$ cat src/rtl/train_pkg.sv
// Shared codes and state encoding for the two-train track plant model.
package train_pkg;

  localparam int unsigned DRV_W   = 2;
  localparam int unsigned SW_W    = 3;
  localparam int unsigned STATE_W = 3;

  localparam logic [DRV_W-1:0] DRV_GO   = 2'b01;
  localparam logic [DRV_W-1:0] DRV_STOP = 2'b00;

  localparam logic [SW_W-1:0] SW_TO_A = 3'b000;
  localparam logic [SW_W-1:0] SW_TO_B = 3'b011;

  // One-hot per-train position state.
  typedef enum logic [STATE_W-1:0] {
    RUN    = 3'b001,
    ENTRY  = 3'b010,
    SHARED = 3'b100
  } seg_state_e;

endpackage

$ cat src/rtl/train_segment.sv
// One train: runs its private loop, waits at the entry sensor, crosses the shared segment.
module train_segment
  import train_pkg::*;
#(
  parameter int unsigned     START         = 4,
  parameter int unsigned     LOOP_CYCLES   = 16,
  parameter int unsigned     SHARED_CYCLES = 8,
  parameter int unsigned     CNT_W         = 8,
  parameter logic [SW_W-1:0] ALIGN_CODE    = SW_TO_A
) (
  input  logic             clk,
  input  logic             rst_n,
  input  logic [DRV_W-1:0] drive,
  input  logic [SW_W-1:0]  sw,
  output logic             at_entry,
  output logic             exit_pulse,
  output logic             occupied,
  output logic             misaligned_go_c
);

  if (START == 0 || LOOP_CYCLES == 0 || SHARED_CYCLES == 0 || CNT_W == 0) begin : g_zero_param
    $error("train_segment: zero-valued parameter is illegal");
  end
  if (START >= (64'd1 << CNT_W) || LOOP_CYCLES >= (64'd1 << CNT_W) ||
      SHARED_CYCLES >= (64'd1 << CNT_W)) begin : g_cnt_too_narrow
    $error("train_segment: CNT_W too narrow for parameters");
  end

  seg_state_e       state;
  logic [CNT_W-1:0] cnt;
  logic             go;
  logic             aligned;

  assign go      = (drive == DRV_GO);
  assign aligned = (sw == ALIGN_CODE);

  // Driving into the entry while the switch points elsewhere.
  assign misaligned_go_c = go && (state == ENTRY) && !aligned;

  // Position FSM with registered sensor and occupancy outputs; counter only moves when enabled.
  always_ff @(posedge clk or negedge rst_n) begin
    if (!rst_n) begin
      state      <= RUN;
      cnt        <= CNT_W'(START);
      at_entry   <= 1'b0;
      occupied   <= 1'b0;
      exit_pulse <= 1'b0;
    end else begin
      exit_pulse <= 1'b0;
      if (go) begin
        unique case (state)
          RUN: begin
            if (cnt == CNT_W'(1)) begin
              state    <= ENTRY;
              at_entry <= 1'b1;
            end else begin
              cnt <= cnt - CNT_W'(1);
            end
          end
          ENTRY: begin
            if (aligned) begin
              state    <= SHARED;
              cnt      <= CNT_W'(SHARED_CYCLES);
              at_entry <= 1'b0;
              occupied <= 1'b1;
            end
          end
          SHARED: begin
            if (cnt == CNT_W'(1)) begin
              state      <= RUN;
              cnt        <= CNT_W'(LOOP_CYCLES);
              occupied   <= 1'b0;
              exit_pulse <= 1'b1;
            end else begin
              cnt <= cnt - CNT_W'(1);
            end
          end
          default: begin
            state    <= RUN;
            cnt      <= CNT_W'(LOOP_CYCLES);
            at_entry <= 1'b0;
            occupied <= 1'b0;
          end
        endcase
      end
    end
  end

endmodule

$ cat config.mk
export PLATFORM = sky130hd
export DESIGN_NAME = train_segment
export DESIGN_NICKNAME = d
export VERILOG_FILES = /design/src/rtl/train_pkg.sv /design/src/rtl/train_segment.sv
export SDC_FILE = /design/constraint.sdc
export NUM_CORES = 1
export LEC_CHECK = 0
export ABC_AREA = 1
export CAP_MARGIN = 20
export CORE_UTILIZATION = 45
export CTS_CLUSTER_SIZE = 12
export DETAILED_ROUTE_END_ITERATION = 12
export GPL_TIMING_DRIVEN = 0
export HOLD_SLACK_MARGIN = 0.08
export MAX_ROUTING_LAYER = met4
export PLACE_DENSITY = 0.64
export SYNTH_ARGS = -nofsm -noshare
export SYNTH_HDL_FRONTEND = slang
export SYNTH_SLANG_ARGS = --single-unit
$ cat constraint.sdc
create_clock -name clk -period 1.5 [get_ports clk]
set_input_delay 0.225 -clock clk [delete_from_list [all_inputs] [get_ports clk]]
set_output_delay 0.225 -clock clk [all_outputs]
set_load 0.05 [all_outputs]
==> results.toml <==
[outcome]
status = "finished with violations"
failed_checks = "negative setup slack"

[placed_design]
dpl.hpwl_um = 1380
dpl.cell_count = 162
gp_congestion = 0.856
port_buffers = 10

[floorplanning]
coreArea_sq_um = 1780
initial_core_util_pct = 49.1
ios = 11
dieArea_sq_um = 2130
die-height_um = 46.1
die_w_um = 46.1
placementRows = 15

[global_routing]
track_usage_pct = 19.2
overflow = 0
grt_pass1_vias = 656
grt_antenna_before_repair = 0
busiest_layer = "met1"
grt_use_met2_pct = 26.8
grt_pass1_wl_um = 2780
grt_use_met1_pct = 27.5
met3_usage_pct = 2.35
grt_max_degree = 15

[clocking]
cts_max_path_buffers = 2
cts_tree = "yes"
holdBufCountCts = 0
cts_htree_levels = 1
clock_sink_count = 14
cts.reportedPaths.clkPinSlew_ns = 0.08
root_buffer = "clkbuf_4"
worstSkewPairLatency_ns = 0.28
numCtsBuffers = 3

[timing]
setup_viol = 4
worst_pin_slew_ns = 0.622
fin_hold_ws_ns = 0.328
fin_skew_ns = 0.00277
hold_viol = 0
rsz0062_at_grt = "yes"
slew_violations = 0
setup_slack_ns = -0.0412
slew_headroom_pct = 58.4
fin_crit_sh_pct = 103
fmax_mhz = 649
min_period_ns = 1.54

[finish]
layout.cells.non_filler = 169
nets = 155
antenna_cells = 0
fillerInstances = 155
syn_to_final_growth_pct = 28.1
drive_gt1_share_pct = 22.2

[routing]
drtIter0Drc = 19
drc = 0
firstDrtPassIters = 4
routedWlPerCell_um = 11.0
dr_total_vias = 828
wirelength_um = 1860
vias_per_cell = 4.90
ant_nets = 0

[setup_path]
timing.critical_path.required_ns = 1.27
r2r-end = "cnt[3]"
cp_data_arrival_time_ns = 1.32
worst-r2r-setup-slack_ns = -0.02
crit_path_end_kind = "output port"
path_max_fanout = 4
r2r_start = "state[0]"
start_kind = "flip-flop"
path_class = "reg -> out"
reg2reg_depth = 8

[synth]
synth_warnings = 0
syn_area_per_cell_sq_um = 6.90
synth_seq_area_share_pct = 40.3
ys_ff_latch = 14
synth_edf_count = 0
netlist_area_sq_um = 876
synth.top_cell.area_share_pct = 34.3
synthArstFlopShare_pct = 100
ys_types = 17
synth_most_common_cell = "nand2_1"
synth_top_cell_by_area = "dfrtp_1"
syn-instance-count = 127
synth_nets = 136
ys.flop_type = "dfrtp_1"
synthTopCellsByCount = "46 x nand2_1, 19 x inv_1, 15 x nand3_1, 15 x nor2_1, 12 x dfrtp_1"
synthTopCellsByArea = "dfrtp_1 34%, nand2_1 20%, nand3_1 8.6%, inv_1 8.1%, nor2_1 6.4%"

[power]
p_leak_nw = 0.584
power.density_nw_per_um2 = 1980
vdd_drop_max_v = 0.00119
power_mw = 2.22

[run]
maxCapViolations = 0

[worst_hold_path]
hold_class = "in -> async"
[worst max-delay path, cell delays in order, from the launching register on]
cell and delay [ns]:
dfrtp_1 0.42, nand2_2 0.09, nor2_4 0.17, nand2_2 0.07
nor2_2 0.12, buf_6 0.17
[metrics by stage]
stage	setup WS, ns	utilization, %	instance area, sq um	setup TNS, ns
after floorplan	0.0310	-	878	0
after global placement	-0.527	56.6	1010	-1.11
after detailed placement	-0.583	56.6	1010	-1.71
after CTS	-0.0460	58.7	1050	-0.0460
after global routing	-0.0983	62.9	1120	-0.804
final	-0.0412	62.9	1120	-0.0624
[what timing repair did]
item / in CTS / in global routing
endpoints found under the setup margin: 13 / 14
gates cloned: 0 / 0
pin swaps: 0 / 7
resized for setup: 15 / 16
buffers inserted: 0 / 4
[state kept, by name, indices dropped and copies added (netlist names)]
register / flops
exit_pulse: 1
cnt: 8
occupied: 1
state: 3
at_entry: 1
[power breakdown]
group          switching [mW]  total (mW)  internal (mW)
Combinational           0.840        1.31          0.472
Sequential              0.142       0.696          0.553
Clock                   0.118       0.211         0.0932
[cell families after synthesis]
logic type | synth area share [%]
compound gates | 5.57
simple gates | 39.4
buf+inv | 8.86
xor+xnor | 3.00
flops | 40.3
fa+ha+maj | 2.86
[how the worst max path moves through the flow]
| stage | start | end | cells after the start |
|---|---|---|---|
| floorplan | state[0] | misaligned_go_c | 5 |
| global placement | sw[1] | misaligned_go_c | 6 |
| detailed placement | sw[1] | misaligned_go_c | 6 |
| CTS | state[0] | misaligned_go_c | 6 |
| global route | state[0] | misaligned_go_c | 6 |
| finish | state[1] | misaligned_go_c | 5 |
[cell usage in the layout, fill, tap and decap left out]
cell type / Yosys / final
ha_1: 2 / 2
nand3_2: 0 / 3
nand2_2: 0 / 8
dfstp_2: 2 / 2
nor3_2: 1 / 1
inv_6: 0 / 1
o21ai_1: 2 / 1
nand4_1: 2 / 2
nor2_2: 0 / 2
nor2_4: 0 / 1
clkbuf_4: 0 / 3
o21ai_0: 3 / 2
inv_1: 19 / 18
o21ai_2: 0 / 2
nor2_1: 15 / 12
nand2_1: 46 / 38
xor2_1: 3 / 3
nand3_1: 15 / 12
buf_6: 0 / 2
inv_2: 0 / 1
clkdlybuf4s50_1: 0 / 6
a21oi_4: 1 / 1
nand2_4: 1 / 1
a21boi_2: 0 / 1
dfrtp_1: 12 / 12
nand3b_1: 1 / 1
buf_4: 0 / 3
dlygate4sd2_1: 0 / 3
[layout make-up]
class	count	area (sq um)	area share, %
clock buffers	3	22.5	2.01
inverters	20	80.1	7.13
multi-input cells	93	504	44.9
well taps	25	31.3	2.79
flip-flops and latches	14	353	31.4
repair buffers	14	131	11.7
[layer usage]
layer	up-vias	part of all wire [%]
met1	378	50
li1	431	-
met3	5	2.9
met4	0	1.8
met2	14	45
met5	-	0
Note: power is estimated with default switching activity, not from simulation.
